**src/rtl/pipeline_hazard_ctrl_if.sv**
```systemverilog
// Hazard-controller bundle: pipeline-side register/status observations in,
// register enables, flushes, forwarding selects and stall counter out.
interface pipeline_hazard_ctrl_if #(
  parameter int REG_ADDR_W = 3,
  parameter int CNT_W      = 8
);
  logic [REG_ADDR_W-1:0] id_rs1, id_rs2;
  logic                  id_use_rs1, id_use_rs2;
  logic [REG_ADDR_W-1:0] ex_rs1, ex_rs2, ex_dest;
  logic                  ex_memRead, ex_branchTaken;
  logic [REG_ADDR_W-1:0] mem_dest;
  logic                  mem_regWrite, mem_memAccess;
  logic [REG_ADDR_W-1:0] wb_dest;
  logic                  wb_regWrite;

  logic                  pc_write, if_id_write, if_id_flush, id_ex_flush;
  logic                  ex_mem_hold, mem_wb_bubble;
  logic [1:0]            fwdA, fwdB;
  logic [CNT_W-1:0]      stall_cnt;

  modport master (
    output id_rs1, id_rs2, id_use_rs1, id_use_rs2,
           ex_rs1, ex_rs2, ex_dest, ex_memRead, ex_branchTaken,
           mem_dest, mem_regWrite, mem_memAccess, wb_dest, wb_regWrite,
    input  pc_write, if_id_write, if_id_flush, id_ex_flush,
           ex_mem_hold, mem_wb_bubble, fwdA, fwdB, stall_cnt
  );

  modport slave (
    input  id_rs1, id_rs2, id_use_rs1, id_use_rs2,
           ex_rs1, ex_rs2, ex_dest, ex_memRead, ex_branchTaken,
           mem_dest, mem_regWrite, mem_memAccess, wb_dest, wb_regWrite,
    output pc_write, if_id_write, if_id_flush, id_ex_flush,
           ex_mem_hold, mem_wb_bubble, fwdA, fwdB, stall_cnt
  );
endinterface

```
**src/rtl/pipeline_hazard_ctrl.sv**
```systemverilog
// Hazard/sequencing controller for the 5-stage pipeline: branch flush, load-use
// stall, multi-cycle memory wait-state freeze, operand forwarding, stall counter.
module pipeline_hazard_ctrl #(
  parameter int REG_ADDR_W = 3,
  parameter int MEM_LAT    = 2,
  parameter int CNT_W      = 8
) (
  input  logic                 clk,
  input  logic                 rst,
  pipeline_hazard_ctrl_if.slave hz
);

  typedef enum logic {RUN, MEM_WAIT} state_t;

  localparam bit          LONG_MEM    = (MEM_LAT >= 2);
  localparam int          WAIT_INIT_I = (MEM_LAT >= 2) ? (MEM_LAT - 2) : 0;
  localparam logic [3:0]  WAIT_INIT   = WAIT_INIT_I[3:0];

  state_t           state;
  logic [3:0]       wait_cnt;
  logic [CNT_W-1:0] stall_cnt;

  logic       load_use, mem_entry, holding;
  logic       pc_write, if_id_write, if_id_flush, id_ex_flush;
  logic       ex_mem_hold, mem_wb_bubble;
  logic [1:0] fwd_a, fwd_b;

  // r0 is hard-wired zero, so it is never a forwarding source
  function automatic logic [1:0] fwd_sel(
    input logic [REG_ADDR_W-1:0] src,
    input logic [REG_ADDR_W-1:0] mem_d,
    input logic                  mem_w,
    input logic [REG_ADDR_W-1:0] wb_d,
    input logic                  wb_w
  );
    if (mem_w && (mem_d != '0) && (mem_d == src)) return 2'b10;
    if (wb_w && (wb_d != '0) && (wb_d == src))    return 2'b01;
    return 2'b00;
  endfunction

  always_comb begin
    load_use  = hz.ex_memRead && (hz.ex_dest != '0) &&
                ((hz.id_use_rs1 && (hz.id_rs1 == hz.ex_dest)) ||
                 (hz.id_use_rs2 && (hz.id_rs2 == hz.ex_dest)));
    mem_entry = LONG_MEM && (state == RUN) && hz.mem_memAccess;
    holding   = mem_entry || ((state == MEM_WAIT) && (wait_cnt != 4'd0));
  end

  always_comb begin
    pc_write      = 1'b0;
    if_id_write   = 1'b0;
    if_id_flush   = 1'b0;
    id_ex_flush   = 1'b0;
    ex_mem_hold   = 1'b0;
    mem_wb_bubble = 1'b0;
    fwd_a         = 2'b00;
    fwd_b         = 2'b00;
    if (rst) begin
      fwd_a = fwd_sel(hz.ex_rs1, hz.mem_dest, hz.mem_regWrite, hz.wb_dest, hz.wb_regWrite);
      fwd_b = fwd_sel(hz.ex_rs2, hz.mem_dest, hz.mem_regWrite, hz.wb_dest, hz.wb_regWrite);
      // A memory freeze masks branch and load-use; the branch is seen again on release
      if (holding) begin
        ex_mem_hold   = 1'b1;
        mem_wb_bubble = 1'b1;
      end else if (hz.ex_branchTaken) begin
        pc_write    = 1'b1;
        if_id_write = 1'b1;
        if_id_flush = 1'b1;
        id_ex_flush = 1'b1;
      end else if (load_use) begin
        id_ex_flush = 1'b1;
      end else begin
        pc_write    = 1'b1;
        if_id_write = 1'b1;
      end
    end
  end

  always_ff @(posedge clk or negedge rst) begin
    if (!rst) begin
      state     <= RUN;
      wait_cnt  <= 4'd0;
      stall_cnt <= '0;
    end else begin
      if (!pc_write && (stall_cnt != '1)) stall_cnt <= stall_cnt + 1'b1;
      case (state)
        RUN: begin
          if (mem_entry) begin
            state    <= MEM_WAIT;
            wait_cnt <= WAIT_INIT;
          end
        end
        MEM_WAIT: begin
          if (wait_cnt == 4'd0) state <= RUN;
          else                  wait_cnt <= wait_cnt - 4'd1;
        end
        default: state <= RUN;
      endcase
    end
  end

  assign hz.pc_write      = pc_write;
  assign hz.if_id_write   = if_id_write;
  assign hz.if_id_flush   = if_id_flush;
  assign hz.id_ex_flush   = id_ex_flush;
  assign hz.ex_mem_hold   = ex_mem_hold;
  assign hz.mem_wb_bubble = mem_wb_bubble;
  assign hz.fwdA          = fwd_a;
  assign hz.fwdB          = fwd_b;
  assign hz.stall_cnt     = stall_cnt;

endmodule
```
**src/flat_wrapper.sv**
```systemverilog
// flat-port wrapper written by rule: the top's interface ports become plain ports
module pipeline_hazard_ctrl_flat 
#(
  parameter int REG_ADDR_W = 3,
  parameter int MEM_LAT    = 2,
  parameter int CNT_W      = 8
)
  (clk, rst, hz_id_rs1, hz_id_rs2, hz_id_use_rs1, hz_id_use_rs2, hz_ex_rs1, hz_ex_rs2, hz_ex_dest, hz_ex_memRead, hz_ex_branchTaken, hz_mem_dest, hz_mem_regWrite, hz_mem_memAccess, hz_wb_dest, hz_wb_regWrite, hz_pc_write, hz_if_id_write, hz_if_id_flush, hz_id_ex_flush, hz_ex_mem_hold, hz_mem_wb_bubble, hz_fwdA, hz_fwdB, hz_stall_cnt);
  pipeline_hazard_ctrl_if #(.REG_ADDR_W(REG_ADDR_W), .CNT_W(CNT_W)) hz_i ();
  input  logic clk;
  input  logic rst;
  input wire logic [$bits(hz_i.id_rs1)-1:0] hz_id_rs1;
  input wire logic [$bits(hz_i.id_rs2)-1:0] hz_id_rs2;
  input wire logic [$bits(hz_i.id_use_rs1)-1:0] hz_id_use_rs1;
  input wire logic [$bits(hz_i.id_use_rs2)-1:0] hz_id_use_rs2;
  input wire logic [$bits(hz_i.ex_rs1)-1:0] hz_ex_rs1;
  input wire logic [$bits(hz_i.ex_rs2)-1:0] hz_ex_rs2;
  input wire logic [$bits(hz_i.ex_dest)-1:0] hz_ex_dest;
  input wire logic [$bits(hz_i.ex_memRead)-1:0] hz_ex_memRead;
  input wire logic [$bits(hz_i.ex_branchTaken)-1:0] hz_ex_branchTaken;
  input wire logic [$bits(hz_i.mem_dest)-1:0] hz_mem_dest;
  input wire logic [$bits(hz_i.mem_regWrite)-1:0] hz_mem_regWrite;
  input wire logic [$bits(hz_i.mem_memAccess)-1:0] hz_mem_memAccess;
  input wire logic [$bits(hz_i.wb_dest)-1:0] hz_wb_dest;
  input wire logic [$bits(hz_i.wb_regWrite)-1:0] hz_wb_regWrite;
  output wire logic [$bits(hz_i.pc_write)-1:0] hz_pc_write;
  output wire logic [$bits(hz_i.if_id_write)-1:0] hz_if_id_write;
  output wire logic [$bits(hz_i.if_id_flush)-1:0] hz_if_id_flush;
  output wire logic [$bits(hz_i.id_ex_flush)-1:0] hz_id_ex_flush;
  output wire logic [$bits(hz_i.ex_mem_hold)-1:0] hz_ex_mem_hold;
  output wire logic [$bits(hz_i.mem_wb_bubble)-1:0] hz_mem_wb_bubble;
  output wire logic [$bits(hz_i.fwdA)-1:0] hz_fwdA;
  output wire logic [$bits(hz_i.fwdB)-1:0] hz_fwdB;
  output wire logic [$bits(hz_i.stall_cnt)-1:0] hz_stall_cnt;
  assign hz_i.id_rs1 = hz_id_rs1;
  assign hz_i.id_rs2 = hz_id_rs2;
  assign hz_i.id_use_rs1 = hz_id_use_rs1;
  assign hz_i.id_use_rs2 = hz_id_use_rs2;
  assign hz_i.ex_rs1 = hz_ex_rs1;
  assign hz_i.ex_rs2 = hz_ex_rs2;
  assign hz_i.ex_dest = hz_ex_dest;
  assign hz_i.ex_memRead = hz_ex_memRead;
  assign hz_i.ex_branchTaken = hz_ex_branchTaken;
  assign hz_i.mem_dest = hz_mem_dest;
  assign hz_i.mem_regWrite = hz_mem_regWrite;
  assign hz_i.mem_memAccess = hz_mem_memAccess;
  assign hz_i.wb_dest = hz_wb_dest;
  assign hz_i.wb_regWrite = hz_wb_regWrite;
  assign hz_pc_write = hz_i.pc_write;
  assign hz_if_id_write = hz_i.if_id_write;
  assign hz_if_id_flush = hz_i.if_id_flush;
  assign hz_id_ex_flush = hz_i.id_ex_flush;
  assign hz_ex_mem_hold = hz_i.ex_mem_hold;
  assign hz_mem_wb_bubble = hz_i.mem_wb_bubble;
  assign hz_fwdA = hz_i.fwdA;
  assign hz_fwdB = hz_i.fwdB;
  assign hz_stall_cnt = hz_i.stall_cnt;
  pipeline_hazard_ctrl #(.REG_ADDR_W(REG_ADDR_W), .MEM_LAT(MEM_LAT), .CNT_W(CNT_W)) u_core (.clk(clk), .rst(rst), .hz(hz_i));
endmodule
```
**config.mk**
```make
export PLATFORM = sky130hd
export DESIGN_NAME = pipeline_hazard_ctrl_flat
export DESIGN_NICKNAME = d
export VERILOG_FILES = /design/src/rtl/pipeline_hazard_ctrl_if.sv /design/src/rtl/pipeline_hazard_ctrl.sv /design/src/flat_wrapper.sv
export SDC_FILE = /design/constraint.sdc
export NUM_CORES = 1
export LEC_CHECK = 0
export BUFFER_PORTS_ARGS = -buffer_cell sky130_fd_sc_hd__buf_2
export CAP_MARGIN = 30
export CORE_MARGIN = 2
export CORE_UTILIZATION = 42
export CTS_CLUSTER_SIZE = 14
export DETAILED_ROUTE_END_ITERATION = 8
export PLACE_DENSITY = 0.72
export SLEW_MARGIN = 20
export SYNTH_ARGS = -nofsm -noshare
export SYNTH_HDL_FRONTEND = slang
export SYNTH_SLANG_ARGS = --single-unit
```
**constraint.sdc**
```tcl
create_clock -name clk -period 2.56 [get_ports clk]
set_input_delay 0.128 -clock clk [delete_from_list [all_inputs] [get_ports clk]]
set_output_delay 0.128 -clock clk [all_outputs]
set_load 0.01 [all_outputs]
```
== Word level (Yosys, flattened, before mapping) ==
Cells that the tools add are included.
Storage, ports and cells
  bits of input ports: 30
  bits in latches: 0
  RAM bits: 0
  register bits: 13
  ROM bits: 0
  output and inout bits: 18
  memories kept: 0
  word-level logic and storage cells: 76
Cells by class
  muxes and demuxes: 39
  bitwise operators: 1
  multipliers: 0
  equality and inequality tests: 9
  reduce and logical (&&, ||, !) cells: 22
  $add $sub $neg: 2
  $lt $le $gt $ge: 0
  div/mod/pow operators: 0
  shift operators: 0
Operators with widths (count)
  1-bit 2-to-1 mux: 25
  2-bit 2-to-1 mux: 10
  3-bit equality test: 6
  1-bit logical AND: 13
  3-bit nonzero test: 3
  8-bit by 1-bit adder with 8-bit output (second input constant): 1
  4-bit 2-to-1 mux: 2
  8-bit != test (second input constant): 1
  4-bit one-hot mux with 2 select lines: 1
  4-bit zero test: 1
  4-bit nonzero test: 1
  4-bit by 1-bit subtractor with 4-bit output (second input constant): 1
  1-bit logical OR: 2
  2-bit by 1-bit != test with 1-bit output (second input constant): 1
  2-bit != test (second input constant): 1
  1-bit one-hot mux with 2 select lines: 1
  2-bit AND reduction: 1
  1-bit zero test: 1
  1-bit NOT: 1

== Longest topological paths before layout ==
  depth in word-level cells: 10
  mapped depth: 8

== Least setup slack after synthesis ==
OpenSTA, ideal clock, no wires.
  path kind: reg-to-reg
  start point: register u_core.wait_cnt[0]
  end point: register u_core.stall_cnt[1] (netlist: u_core.hz.stall_cnt[1])
  setup time: 0.125 ns
  buffers on the path: 0
  data required time: 2.435 ns
  data arrival time: 1.736 ns
  path slack: 0.700 ns
  stages on the path, launching flop included: 8
  cell sequence: dfrtp_1 > inv_1 > ha_1 > nor3b_4 > a21oi_1 > nand2b_4 > o21ai_4 > mux2_2
Between the ends
  word-level cells in the longest chain between the ends: 7
Ends and longest elaborated chain
  start, declared: line pipeline_hazard_ctrl.sv:20  | logic [3:0] wait_cnt;
  start signal, assigned: line pipeline_hazard_ctrl.sv:95  | else wait_cnt <= wait_cnt - 4'd1;
  4-bit nonzero test: line pipeline_hazard_ctrl.sv:46  | holding = mem_entry || ((state == MEM_WAIT) && (wait_cnt != 4'd0));
  1-bit logical AND: line pipeline_hazard_ctrl.sv:46
  1-bit logical OR: line pipeline_hazard_ctrl.sv:46
  1-bit 2-to-1 mux: line pipeline_hazard_ctrl.sv:62  | if (holding) begin
  1-bit 2-to-1 mux: line pipeline_hazard_ctrl.sv:58  | if (rst) begin
  1-bit zero test: line pipeline_hazard_ctrl.sv:85  | if (!pc_write && (stall_cnt != '1)) stall_cnt <= stall_cnt + 1'b1;
  1-bit logical AND: line pipeline_hazard_ctrl.sv:85
  end signal, assigned: line pipeline_hazard_ctrl.sv:85
  end, declared: line pipeline_hazard_ctrl.sv:21  | logic [CNT_W-1:0] stall_cnt;
Every way passes these cells.
A chain may end at the register's enable or synchronous reset.

== Worst setup path after layout ==
Ends and elaborated chain as after synthesis.

==> impl_metrics.json <==
{
  "status": "finished, final reports clean",
  "min_from": "hz_mem_memAccess",
  "fin_cells": 188,
  "start_kind": "flop",
  "die_x_um": 52.58,
  "synth-seq-cells": 13,
  "grt_pass1_wl_um": 3981,
  "grt_max_degree": 19,
  "place.gp.congestion": 0.8577,
  "crit_required_ps": 2730,
  "cts_tree": "done",
  "synth_warnings": 0,
  "crit_arrival_ps": 2250,
  "finalPower_mw": 1.115,
  "slew-limit-headroom_pct": 71.84,
  "cts_buffer_depth": 2,
  "yosysSeqAreaShare_pct": 32.83,
  "htreeDepth": 1,
  "cts_resized": 0,
  "end_kind": "flop",
  "fp.dieH_um": 52.58,
  "wirelength_um": 2238,
  "synth_edf_count": 0,
  "p_leak_nw": 0.6247,
  "finClkSkew_ps": 3.933,
  "dp_cells": 183,
  "vdd_drop_max_mv": 0.5835,
  "antenna_found_initial": 0,
  "hold_path_class": "input pin to flop",
  "drive_above_1_share_pct": 35.00,
  "synth-async-reset-ratio_pct": 100.0,
  "r2r_start": "u_core.wait_cnt[0]$_DFFE_PN0P_",
  "crit_fanout": 7,
  "finalMaxSlewViolations": 0,
  "synthCells": 112,
  "powerDensity_mw_per_mm2": 875.3,
  "final_nets": 193,
  "start_util_pct": 44.80,
  "synth_area_um2": 991.0,
  "grt_usage_pct": 19.01,
  "core_mm2": 0.002212,
  "min_period_ps": 2082,
  "max_cap_violations": 0,
  "final.fill_count": 201,
  "ys_types": 31,
  "fin_setup_tns_ps": 0,
  "rows": 17,
  "first_global_vias": 954,
  "gr-total-overflow": 0,
  "pin_count": 48,
  "seq_area_um2": 325.3,
  "postSynthAreaPerCell_um2": 8.848,
  "final.period_utilization_pct": 81.34,
  "final_cell_mix": "buf_2, xnor2_1, nor2_1, dfrtp_1",
  "syn_nets": 144,
  "finalInstanceArea_mm2": 0.001274,
  "setup_viol_count_final": 0,
  "wire_per_inst_um": 11.90,
  "ys.flop_type": "dfrtp_1",
  "tightest_slew_ps": 417.1,
  "final_common_cell": "buf_2",
  "cts.sinks": 13,
  "cts_root_buf": "clkbuf_4",
  "clk_pin_slew_ps": 80,
  "startpoint": "u_core.wait_cnt[0]$_DFFE_PN0P_",
  "clock_latency_ps": 280,
  "n_antenna_cell": 0,
  "portBuffers": 47,
  "max_clock_freq_mhz": 480.2,
  "firstDrtPassIters": 4,
  "syn2layout_area_growth_pct": 28.54,
  "routed-via-count": 954,
  "cts_buffers": 3,
  "rsz0062_at_grt": "no",
  "drc": 0,
  "dp_hpwl_um": 1817,
  "crit_type": "flop to flop",
  "multi_input_area_um2": 623.1,
  "die_area_mm2": 0.002764,
  "drt_iter0_drc": 14,
  "ant_nets": 0,
  "vias_per_cell": 5.074,
  "post_dp_cell_area_mm2": 0.001237,
  "hold_viol": 0
}
==> synth_stat cells (2+ instances only) <==
cell type	number	share of area [%]
xnor2_1	18	16
dfrtp_1	13	33
nor2_1	13	4.9
nand2_1	7	2.7
nand3_1	7	3.5
a21oi_1	5	2.5
inv_1	5	1.9
nor3_1	5	2.5
xor2_1	5	4.4
and2_1	3	1.9
o31ai_1	3	2.3
a31oi_1	2	1.3
and3_1	2	1.3
buf_4	2	1.5
ha_1	2	2.5
mux2i_1	2	2.0
nand4_1	2	1.3
nor3b_1	2	1.5
o21ai_0	2	1.0
==> through the flow <==
step | setup WS [ps] | hold WS (ps) | utilization, %
after floorplan | 699.6 | -167.6 | -
after global placement | 587.8 | 56.80 | 55.94
after detailed placement | 469.0 | 63.87 | 55.94
after CTS | 455.6 | 76.34 | 57.58
after global routing | 326.2 | 77.79 | 57.58
final | 477.7 | 85.84 | 57.58
==> area by class of cell <==
cell class / count / share of cell area (%)
sequential: 13 / 25.54
clock buffer: 4 / 2.063
multi-input combinational: 90 / 48.92
timing repair buffer: 48 / 19.25
inverter: 5 / 1.473
tap: 28 / 2.750
==> what timing repair did <==
action                                  in CTS  in global routing
endpoints found under the setup margin       0                  0
buffers inserted                             0                  0
hold endpoints to repair                    13                  0
hold buffers                                 1                  0
==> final timing paths <==
kind	to	slack [ps]	cells past startpoint
worst max-delay path	u_core.hz.stall_cnt[1]$_DFFE_PN0P_	480	7
worst min register to register	u_core.hz.stall_cnt[4]$_DFFE_PN0P_	510	1
worst max register to register	u_core.hz.stall_cnt[1]$_DFFE_PN0P_	480	7
min in group asynchronous	u_core.hz.stall_cnt[1]$_DFFE_PN0P_	290	2
max in group asynchronous	u_core.state$_DFF_PN0_	2000	2
worst min-delay path	u_core.wait_cnt[1]$_DFFE_PN0P_	90	2
==> sequential cells by signal, summed over array words and instances, names as in the netlist <==
name	flops
u_core.hz.stall_cnt	8
u_core.wait_cnt	4
u_core.state	1
==> critical path, stage by stage, from the launching register on <==
cell	delay (ps)
dfrtp_1	400
inv_1	90
ha_1	220
nor3b_4	280
a21oi_1	150
nand2b_4	190
o21ai_4	270
mux2_2	360
==> report_power, final <==
part	leakage, nW	switching, mW	internal [mW]
combinational	0.451	0.294	0.280
clock	0.0150	0.0649	0.0605
sequential	0.159	0.115	0.300
==> logic make-up after synthesis <==
family / count (synthesis) / synth area share [%]
buffers and inverters: 9 / 4.292
xor gates and xnor gates: 23 / 20.33
and+or+nand+nor: 46 / 25.38
AOI/OAI and AO/OA: 16 / 11.49
DFF: 13 / 32.83
muxes: 3 / 3.157
adders and majority gates: 2 / 2.525
==> per-layer routing <==
layer  track usage [%]  share of wire [%]  up-vias
met2             30.83                 50       20
met3             5.714                4.2        4
met1             24.46                 45      451
li1                  -                  -      479
met4             5.128               0.67        0
met5                 0                  0        -
No activity file was read; power rests on OpenSTA's default activity.
